--- config.mk ---
export PLATFORM = sky130hd
export DESIGN_NAME = jump_controller_flat
export DESIGN_NICKNAME = d
export VERILOG_FILES = /design/src/rtl/jump_controller_if.sv /design/src/rtl/jump_controller.sv /design/src/flat_wrapper.sv
export SDC_FILE = /design/constraint.sdc
export NUM_CORES = 1
export LEC_CHECK = 0
export CORE_ASPECT_RATIO = 1.1
export CORE_UTILIZATION = 46
export DETAILED_ROUTE_END_ITERATION = 8
export GPL_TIMING_DRIVEN = 0
export PLACE_DENSITY_LB_ADDON = 0.08
export SLEW_MARGIN = 15
export SYNTH_ARGS = -nofsm -noshare
export SYNTH_HDL_FRONTEND = slang
export SYNTH_SLANG_ARGS = --single-unit
--- constraint.sdc ---
create_clock -name clk -period 4.3 [get_ports clk]
set_input_delay 0.86 -clock clk [delete_from_list [all_inputs] [get_ports clk]]
set_output_delay 0.86 -clock clk [all_outputs]
set_load 0.01 [all_outputs]
--- src/rtl/jump_controller_if.sv ---
// Handshake and status bundle between the mode/command source and the jump controller.
// master: drives mode, jump_valid, jump_target; slave: drives ready, pos_mode, position, status.
interface jump_controller_if #(
    parameter int K = 16
);
    logic [3:0]     mode;
    logic           jump_valid;
    logic [3*K-1:0] jump_target;
    logic           jump_ready;
    logic [3:0]     pos_mode;
    logic [3*K-1:0] jump_position;
    logic           busy;
    logic           jump_done;
    logic           jump_abort;

    modport master (
        output mode,
        output jump_valid,
        output jump_target,
        input  jump_ready,
        input  pos_mode,
        input  jump_position,
        input  busy,
        input  jump_done,
        input  jump_abort
    );

    modport slave (
        input  mode,
        input  jump_valid,
        input  jump_target,
        output jump_ready,
        output pos_mode,
        output jump_position,
        output busy,
        output jump_done,
        output jump_abort
    );
endinterface

--- src/rtl/jump_controller.sv ---
// Jump controller: INIT/IDLE/CHARGE/JUMP/COOLDOWN sequencer for the position stage.
// Ports: clk, rst_n (async active-low), bus (slave side of jump_controller_if).
module jump_controller #(
    parameter int K               = 16,
    parameter int CHARGE_CYCLES   = 4,
    parameter int COOLDOWN_CYCLES = 8
) (
    input  logic        clk,
    input  logic        rst_n,
    jump_controller_if.slave bus
);

    typedef enum logic [2:0] {
        S_INIT,
        S_IDLE,
        S_CHARGE,
        S_JUMP,
        S_COOL
    } state_t;

    localparam logic [7:0] CHG_LD  = 8'(CHARGE_CYCLES - 1);
    localparam logic [7:0] CHG_LD2 = 8'(2 * CHARGE_CYCLES - 1);
    localparam logic [7:0] COOL_LD = 8'(COOLDOWN_CYCLES - 1);

    localparam logic [3:0] PM_RESET  = 4'b0001;
    localparam logic [3:0] PM_NORMAL = 4'b0010;
    localparam logic [3:0] PM_JUMP   = 4'b0100;

    state_t         state_q;
    state_t         state_d;
    logic [7:0]     cnt_q;
    logic [3*K-1:0] position_q;
    logic           abort_q;

    logic mode_rst;
    logic stealth;
    logic take;
    logic cnt_zero;

    // Only exact one-hot values are meaningful; anything else is non-RESET.
    assign mode_rst = (bus.mode == 4'b0001);
    assign stealth  = (bus.mode == 4'b1000);
    assign cnt_zero = (cnt_q == 8'd0);

    // A RESET request in the same cycle wins over the handshake.
    assign take = (state_q == S_IDLE) && bus.jump_valid && !mode_rst;

    // State register
    always_ff @(posedge clk or negedge rst_n) begin
        if (!rst_n) begin
            state_q <= S_INIT;
        end else begin
            state_q <= state_d;
        end
    end

    // Next-state logic
    always_comb begin
        state_d = state_q;
        if (mode_rst) begin
            state_d = S_INIT;
        end else begin
            case (state_q)
                S_INIT:   state_d = S_IDLE;
                S_IDLE:   if (bus.jump_valid) state_d = S_CHARGE;
                S_CHARGE: if (cnt_zero) state_d = S_JUMP;
                S_JUMP:   state_d = S_COOL;
                S_COOL:   if (cnt_zero) state_d = S_IDLE;
                default:  state_d = S_INIT;
            endcase
        end
    end

    // Counter, latched target and registered abort pulse
    always_ff @(posedge clk or negedge rst_n) begin
        if (!rst_n) begin
            cnt_q      <= 8'd0;
            position_q <= '0;
            abort_q    <= 1'b0;
        end else begin
            // Abort only marks cancelled charges/cooldowns, not idle or jump.
            abort_q <= mode_rst &&
                       ((state_q == S_CHARGE) || (state_q == S_COOL));
            if (take) begin
                position_q <= bus.jump_target;
                cnt_q      <= stealth ? CHG_LD2 : CHG_LD;
            end else if (state_q == S_JUMP) begin
                cnt_q <= COOL_LD;
            end else if (((state_q == S_CHARGE) || (state_q == S_COOL))
                         && !cnt_zero) begin
                cnt_q <= cnt_q - 8'd1;
            end
        end
    end

    // Moore outputs
    always_comb begin
        bus.pos_mode   = PM_RESET;
        bus.jump_ready = 1'b0;
        bus.busy       = 1'b1;
        bus.jump_done  = 1'b0;
        case (state_q)
            S_INIT: begin
                bus.pos_mode = PM_RESET;
            end
            S_IDLE: begin
                bus.pos_mode   = PM_NORMAL;
                bus.jump_ready = 1'b1;
                bus.busy       = 1'b0;
            end
            S_CHARGE: begin
                bus.pos_mode = PM_NORMAL;
            end
            S_JUMP: begin
                bus.pos_mode  = PM_JUMP;
                bus.jump_done = 1'b1;
            end
            S_COOL: begin
                bus.pos_mode = PM_NORMAL;
            end
            default: begin
                bus.pos_mode = PM_RESET;
            end
        endcase
    end

    assign bus.jump_position = position_q;
    assign bus.jump_abort    = abort_q;

endmodule

--- src/flat_wrapper.sv ---
// flat-port wrapper written by rule: the top's interface ports become plain ports
module jump_controller_flat 
#(
    parameter int K               = 16,
    parameter int CHARGE_CYCLES   = 4,
    parameter int COOLDOWN_CYCLES = 8
)
  (clk, rst_n, bus_mode, bus_jump_valid, bus_jump_target, bus_jump_ready, bus_pos_mode, bus_jump_position, bus_busy, bus_jump_done, bus_jump_abort);
  jump_controller_if #(.K(K)) bus_i ();
  input  logic clk;
  input  logic rst_n;
  input wire logic [$bits(bus_i.mode)-1:0] bus_mode;
  input wire logic [$bits(bus_i.jump_valid)-1:0] bus_jump_valid;
  input wire logic [$bits(bus_i.jump_target)-1:0] bus_jump_target;
  output wire logic [$bits(bus_i.jump_ready)-1:0] bus_jump_ready;
  output wire logic [$bits(bus_i.pos_mode)-1:0] bus_pos_mode;
  output wire logic [$bits(bus_i.jump_position)-1:0] bus_jump_position;
  output wire logic [$bits(bus_i.busy)-1:0] bus_busy;
  output wire logic [$bits(bus_i.jump_done)-1:0] bus_jump_done;
  output wire logic [$bits(bus_i.jump_abort)-1:0] bus_jump_abort;
  assign bus_i.mode = bus_mode;
  assign bus_i.jump_valid = bus_jump_valid;
  assign bus_i.jump_target = bus_jump_target;
  assign bus_jump_ready = bus_i.jump_ready;
  assign bus_pos_mode = bus_i.pos_mode;
  assign bus_jump_position = bus_i.jump_position;
  assign bus_busy = bus_i.busy;
  assign bus_jump_done = bus_i.jump_done;
  assign bus_jump_abort = bus_i.jump_abort;
  jump_controller #(.K(K), .CHARGE_CYCLES(CHARGE_CYCLES), .COOLDOWN_CYCLES(COOLDOWN_CYCLES)) u_core (.clk(clk), .rst_n(rst_n), .bus(bus_i));
endmodule
==> flow_metrics.tcl, run 1 <==
set metrics [dict create \
    swShare_pct 30.8 \
    drive_above_1_share_pct 26.1 \
    cp-start-kind "flop" \
    cts-resized-gates 0 \
    criticalPathCategory "reg2out" \
    final-hold-violation-count 0 \
    viasPerCell 4.99 \
    grt_pass1_wl_mm 8.60 \
    cp_num_cells 5 \
    clock_path_buffers 2 \
    synth.distinct_cells 45 \
    dieHeight_um 82.0 \
    timing.final.crit_period_ns 2.85 \
    regToRegSetupSlack_ns 2.46 \
    cts.clk_slew.worst_paths_ns 0.06 \
    hold_class "reg2reg" \
    synth.area.mux_share_pct 24.1 \
    cts_tree "yes" \
    place_congestion 0.720 \
    startpoint "u_core.state_q[0]$_DFFE_PN0P_" \
    final_antenna_net_count 0 \
    fin_ws_ns 1.45 \
    antenna_cells 0 \
    final-setup-viol-count 0 \
    fin_area_sq_um 4050 \
    drc 0 \
    numCtsBuffers 9 \
    p_int_mw 2.06 \
    vias 1906 \
    r2r-end "u_core.cnt_q[5]$_DFFE_PN0P_" \
    worstPathArrival_ns 1.99 \
    yosys.area_share.simple_pct 7.85 \
    cts_hold_buf 0 \
    synth_area_sq_um 2680 \
    synth_top_family_by_area "multiplexers" \
    start_util_pct 48.7 \
    rows 28 \
    clk_latency_ns 0.32 \
    chipWidth_um 74.8 \
    yosys.area.top_type_share_pct 56.0 \
    syn_avg_cell_area_sq_um 14.6 \
    netSwitchingPower_mw 0.915 \
    area_growth_syn_to_layout_pct 51.2 \
    portBuffers 109 \
    post-place-ws_ns 1.53 \
    final_nets 360 \
    async_flop_share_pct 100 \
    cp_slowest_cell "clkdlybuf4s50_1" \
    synth-seq-cells 60 \
    syn_nets 240 \
    wl_per_cell_um 15.1 \
    synth_xor_area_share_pct 1.59 \
    root_buffer "clkbuf_8" \
    path_max_fanout 10 \
    critPathTopFamily "buffers and inverters" \
    synthFlopType "dfrtp_1" \
    synth.area.top_cells "dfrtp_1 56%, mux2_2 12%, mux2_4 11%" \
    p_leak_nw 1.81 \
    antenna_found_initial 0 \
    drt_iter0_drc 38 \
    finalMaxSlewViolations 0 \
    io_pins 111 \
    cp-endpoint "bus_pos_mode[1]" \
    ctsHtreeMaxLevel 3 \
    p_clk_share_pct 16.4 \
    power.density_nw_per_um2 733 \
    required_ns 3.44 \
    synth-compound-area-share_pct 4.90 \
    worst_path_largest_cell_delay_ns 0.52 \
    path_buf_inv 3 \
    firstDrtPassIters 4 \
    r2r_start "u_core.cnt_q[0]$_DFFE_PN0P_" \
    seqPwrFrac_pct 32.1 \
    fp.dieArea_sq_um 6130 \
    max_slew.worst_pin.slew_ns 0.734 \
    dp_hpwl_mm 4.15 \
    setup_tns_ns 0 \
    fin_crit_sh_pct 66.2 \
    synth_top_area_cell "dfrtp_1" \
    ys_warn_count 0 \
    endpoint_kind "output port" \
    first_global_vias 1892 \
    grt_max_degree 61 \
    grt_overflow 0 \
    comb_power_share_pct 51.5 \
    globalRouteTotalUtil_pct 19.3 \
    fmax_mhz 351 \
    syn_inst 183 \
    post-cts-setup-buffer-count 0 \
    fin_skew_ns 0.00621 \
    worst_r2r_path_depth 6 \
    finalWirelength_mm 5.75 \
    grt_setup_unrepaired "false" \
    cp_cell_sequence "clkbuf_1 -> nor3b_1 -> inv_1 -> nand2_1 -> clkdlybuf4s50_1" \
    synth-edff-count 0 \
    placed_area_sq_um 3860 \
    synthAdderAreaFrac_pct 0.934 \
    relSlewSlack_pct 51.0 \
    core_area_sq_um 5500 \
    clock-sinks 60 \
    maxCapViolations 0 \
    peakVddDrop_uv 425 \
    ys_seq_area_share_pct 56.0 \
    status "finished, final reports clean" \
]
per-layer routing:
layer	share of wire [%]	vias to the layer above	track usage [%]
li1	-	890	-
met1	41	934	21.9
met2	50	72	32.7
met3	7.3	10	5.40
met4	1.8	0	10.4
met5	0	-	0
worst min-delay path by stage:
stage / end / depth (start not counted) / start / slack [ns]
after floorplan: u_core.cnt_q[6]$_DFFE_PN0P_ / 1 / u_core.cnt_q[6]$_DFFE_PN0P_ / 0.45
after global placement: u_core.cnt_q[6]$_DFFE_PN0P_ / 1 / u_core.cnt_q[6]$_DFFE_PN0P_ / 0.47
after detailed placement: u_core.bus.jump_position[13]$_DFFE_PN0P_ / 1 / u_core.bus.jump_position[13]$_DFFE_PN0P_ / 0.49
after CTS: u_core.bus.jump_position[13]$_DFFE_PN0P_ / 1 / u_core.bus.jump_position[13]$_DFFE_PN0P_ / 0.51
after global routing: u_core.bus.jump_position[35]$_DFFE_PN0P_ / 1 / u_core.bus.jump_position[35]$_DFFE_PN0P_ / 0.52
final: u_core.bus.jump_position[37]$_DFFE_PN0P_ / 1 / u_core.bus.jump_position[37]$_DFFE_PN0P_ / 0.50
synth_stat cells (2+ instances only):
cell type  count
mux2_2        28
mux2_4        20
buf_6          2
dfrtp_1       60
nor2b_1        2
buf_4          3
or4_1          2
nor2_1         4
mux2i_1        3
xnor2_1        2
o21ai_0        2
buf_12         2
a21oi_1        4
inv_1          4
nor3_1         4
nand3_1        2
and3b_1        2
or2_2          2
nand2b_1       3
nand2_1        6
ha_1           2
registers in the layout, indices dropped and copies added (netlist names):
| register | cells |
|---|---|
| u_core.bus.jump_position | 48 |
| u_core.cnt_q | 8 |
| u_core.state_q | 3 |
| u_core.bus.jump_abort | 1 |
final cells by class:
class / count / area (sq um)
tap: 75 / 93.8
fill: 391 / 1450
sequential: 60 / 1500
clock buffer: 10 / 138
inverter: 4 / 15.0
timing repair buffer: 109 / 1090
multi-input combinational: 110 / 1060
buffer: 9 / 104
clock inverter: 5 / 52.6
placed cells by master, fill, tap and decap left out, types with 3 or more instances in the layout:
cell and instances:
a21oi_1 4, buf_4 4, clkbuf_8 10, clkdlybuf4s50_1 108
clkinv_2 3, dfrtp_1 60, inv_1 4, mux2_2 28
mux2_4 20, mux2i_1 3, nand2_1 6, nand2b_1 3
nor2_1 4, nor3_1 4
power by group through the flow:
stage / clock network [mW] / logic, mW / registers, mW
3_5_place_dp: 0 / 1.53 / 0.963
5_1_grt: 0.525 / 1.64 / 0.987
6_report: 0.487 / 1.53 / 0.953
2_1_floorplan: 0 / 0.704 / 1.07
4_1_cts: 0.506 / 1.55 / 0.954
3_3_place_gp: 0 / 1.51 / 0.950
metrics by stage:
stage / utilization, % / power, mW / hold slack (ns) / std cells
6_report: 73.7 / 2.97 / 0.502 / 382
5_1_grt: 73.7 / 3.15 / 0.523 / 382
4_1_cts: 73.7 / 3.01 / 0.507 / 382
3_5_place_dp: 70.2 / 2.50 / 0.492 / 367
3_3_place_gp: 70.2 / 2.46 / 0.465 / 367
2_1_floorplan: - / 1.78 / 0.446 / 183
kinds of logic after synthesis:
group,Yosys count
other,1
DFF,60
AOI/OAI and AO/OA,18
muxes,51
buffers and inverters,13
and+or+nand+nor,34
adders and majority gates,2
xor gates and xnor gates,4
No activity file was read; power rests on OpenSTA's default activity.
==> inputs of run 2 (changes only) <==
--- a/config.mk
+++ b/config.mk
@@ -6,7 +6,7 @@
 export NUM_CORES = 1
 export LEC_CHECK = 0
 export CORE_ASPECT_RATIO = 1.1
-export CORE_UTILIZATION = 46
+export CORE_UTILIZATION = 39
 export DETAILED_ROUTE_END_ITERATION = 8
 export GPL_TIMING_DRIVEN = 0
 export PLACE_DENSITY_LB_ADDON = 0.08
==> constraint.sdc (replaced) <==
create_clock -name clk -period 2.52 [get_ports clk]
set_input_delay 0.504 -clock clk [delete_from_list [all_inputs] [get_ports clk]]
set_output_delay 0.504 -clock clk [all_outputs]
set_load 0.01 [all_outputs]
==> run 2 against run 1 <==
Cell count up 2.4%. Setup slack worse by 1.2 ns. Routed wire length up 0.37%. Register-to-register slack worse by 1.8 ns. Critical path depth down 3. Design area up 1.6%. Global-route usage down 2.1 points. Highest routed layer unchanged. Die area up 17%. Clock power up 85%. Sequential share of layout area down 0.60 points. Hold slack worse by 0.017 ns.
==> flow_metrics.tcl, run 2 (synthesis gave the netlist of run 1 again) <==
set metrics [dict create \
    wl_per_cell_um 14.8 \
    portBuffers 109 \
    ff_latch_area_sq_um 1500 \
    fin_area_sq_um 4120 \
    drc 0 \
    status "finished, final reports clean" \
    p_leak_nw 1.84 \
    critPathTopFamily "buffers and inverters" \
    final-setup-viol-count 0 \
    cp_num_cells 2 \
    cp-start-kind "flop" \
    grt_pass1_wl_mm 9.07 \
    relSlewSlack_pct 59.6 \
    final-hold-violation-count 0 \
    post-cts-setup-buffer-count 0 \
    antenna_cells 0 \
    placed_area_sq_um 3900 \
    layout.cells.most_common_list "107 x clkdlybuf4s50_1, 60 x dfrtp_1, 28 x mux2_2" \
    path_max_fanout 11 \
    fp.dieArea_sq_um 7200 \
    viasPerCell 4.81 \
    finalWirelength_mm 5.77 \
    core_area_sq_um 6590 \
    final_nets 361 \
    numCtsBuffers 9 \
    area_growth_syn_to_layout_pct 53.7 \
    place_congestion 0.729 \
    ctsHtreeMaxLevel 3 \
    regToRegSetupSlack_ns 0.69 \
    clk_latency_ns 0.34 \
    dp_hpwl_mm 4.17 \
    cts_tree "yes" \
    cp_cell_sequence "and3b_1 -> clkdlybuf4s50_1" \
    first_global_vias 1869 \
    n_fill_cell 556 \
    cts.clk_slew.worst_paths_ns 0.07 \
    drt_iter0_drc 31 \
    r2r-end "u_core.cnt_q[5]$_DFFE_PN0P_" \
    criticalPathCategory "reg2out" \
    chipWidth_um 81.0 \
    start_util_pct 40.6 \
    largest_reg_flops 48 \
    max_slew.worst_pin.slew_ns 0.601 \
    fin_crit_sh_pct 89.8 \
    antenna_found_initial 0 \
    worstPathArrival_ns 1.76 \
    cp_slowest_cell "clkdlybuf4s50_1" \
    hold_class "reg2reg" \
    cp-endpoint "bus_jump_done" \
    vias 1879 \
    worst_path_largest_cell_delay_ns 0.57 \
    globalRouteTotalUtil_pct 17.2 \
    dieHeight_um 88.9 \
    fmax_mhz 442 \
    rows 31 \
    fin_skew_ns 0.0119 \
    finalMaxSlewViolations 0 \
    maxCapViolations 0 \
    clock-sinks 60 \
    grt_setup_unrepaired "false" \
    firstDrtPassIters 4 \
    startpoint "u_core.state_q[0]$_DFFE_PN0P_" \
    io_pins 111 \
    worst_r2r_path_depth 6 \
    multi_input_area_sq_um 1060 \
    path_buf_inv 1 \
    endpoint_kind "output port" \
    r2r_start "u_core.cnt_q[0]$_DFFE_PN0P_" \
    root_buffer "clkbuf_8" \
    hold_slack_ns 0.485 \
    mostFrequentLayoutCell "clkdlybuf4s50_1" \
    power.density_nw_per_um2 1240 \
    grt_max_degree 57 \
    drive_above_1_share_pct 26.5 \
    grt_overflow 0 \
    peakVddDrop_uv 649 \
    required_ns 2.02 \
    clock_path_buffers 2 \
    timing.final.crit_period_ns 2.26 \
    final_antenna_net_count 0 \
]
-- run 2: cell types whose count changed in the layout (fill, tap and decap cells not counted) --
| cell | previous run | this run |
|---|---|---|
| clkinv_2 | 3 | 1 |
| clkbuf_1 | 1 | 0 |
| clkbuf_8 | 10 | 11 |
| dlygate4sd3_1 | 0 | 1 |
| clkdlybuf4s50_1 | 108 | 107 |
| clkinv_4 | 0 | 2 |
| dlymetal6s2s_1 | 0 | 1 |
| buf_16 | 0 | 1 |
-- run 2: worst min path at each step --
| stage | slack, ns | start | end | cells past startpoint |
|---|---|---|---|---|
| after CTS | 0.49 | u_core.cnt_q[6]$_DFFE_PN0P_ | u_core.cnt_q[6]$_DFFE_PN0P_ | 1 |
| after global routing | 0.50 | u_core.cnt_q[6]$_DFFE_PN0P_ | u_core.cnt_q[6]$_DFFE_PN0P_ | 1 |
| after floorplan | 0.21 | rst_n | u_core.bus.jump_abort$_DFF_PN0_ | 0 |
| after global placement | 0.47 | u_core.cnt_q[6]$_DFFE_PN0P_ | u_core.cnt_q[6]$_DFFE_PN0P_ | 1 |
| final | 0.48 | u_core.cnt_q[6]$_DFFE_PN0P_ | u_core.cnt_q[6]$_DFFE_PN0P_ | 1 |
| after detailed placement | 0.32 | rst_n | u_core.bus.jump_position[2]$_DFFE_PN0P_ | 1 |
-- run 2: report_power, final --
| part | leakage [nW] | internal (mW) | total (mW) | switching (mW) |
|---|---|---|---|---|
| Combinational | 1.02 | 1.62 | 2.56 | 0.946 |
| Clock | 0.106 | 0.512 | 0.902 | 0.390 |
| Sequential | 0.718 | 1.41 | 1.66 | 0.243 |
-- run 2: layer usage --
metal | up-vias | wire (um) | share of wire [%] | global-route usage (%)
met2 | 69 | 2730 | 47 | 26.2
met5 | - | 0 | 0 | 0
li1 | 901 | - | - | -
met4 | 0 | 93 | 1.6 | 9.25
met3 | 7 | 381 | 6.6 | 4.80
met1 | 902 | 2570 | 45 | 22.2
-- run 2: final cells by class --
cell class | count | area share [%]
buffer | 8 | 2.43
multi-input combinational | 110 | 25.7
timing repair buffer | 111 | 27.4
tap | 82 | 2.49
sequential | 60 | 36.5
inverter | 4 | 0.365
clock buffer | 11 | 3.68
clock inverter | 5 | 1.46
-- run 2: stage by stage --
step / total power [mW] / util, % / TNS, ns / std cells / setup slack, ns
2_1_floorplan: 3.03 / - / 0 / 183 / 0.669
3_3_place_gp: 4.22 / 58.7 / -65.79 / 374 / -1.10
3_5_place_dp: 4.27 / 59.1 / 0 / 375 / 0.0963
4_1_cts: 5.19 / 62.5 / 0 / 392 / 0.00768
5_1_grt: 5.45 / 62.4 / 0 / 391 / 0.148
6_report: 5.12 / 62.4 / 0 / 391 / 0.258
-- run 2: repair_timing --
item | CTS | global route
resized for setup | 0 | 1
endpoints found under the setup margin | 0 | 3
hold buffers | 1 | 0
hold endpoints to repair | 4 | 0
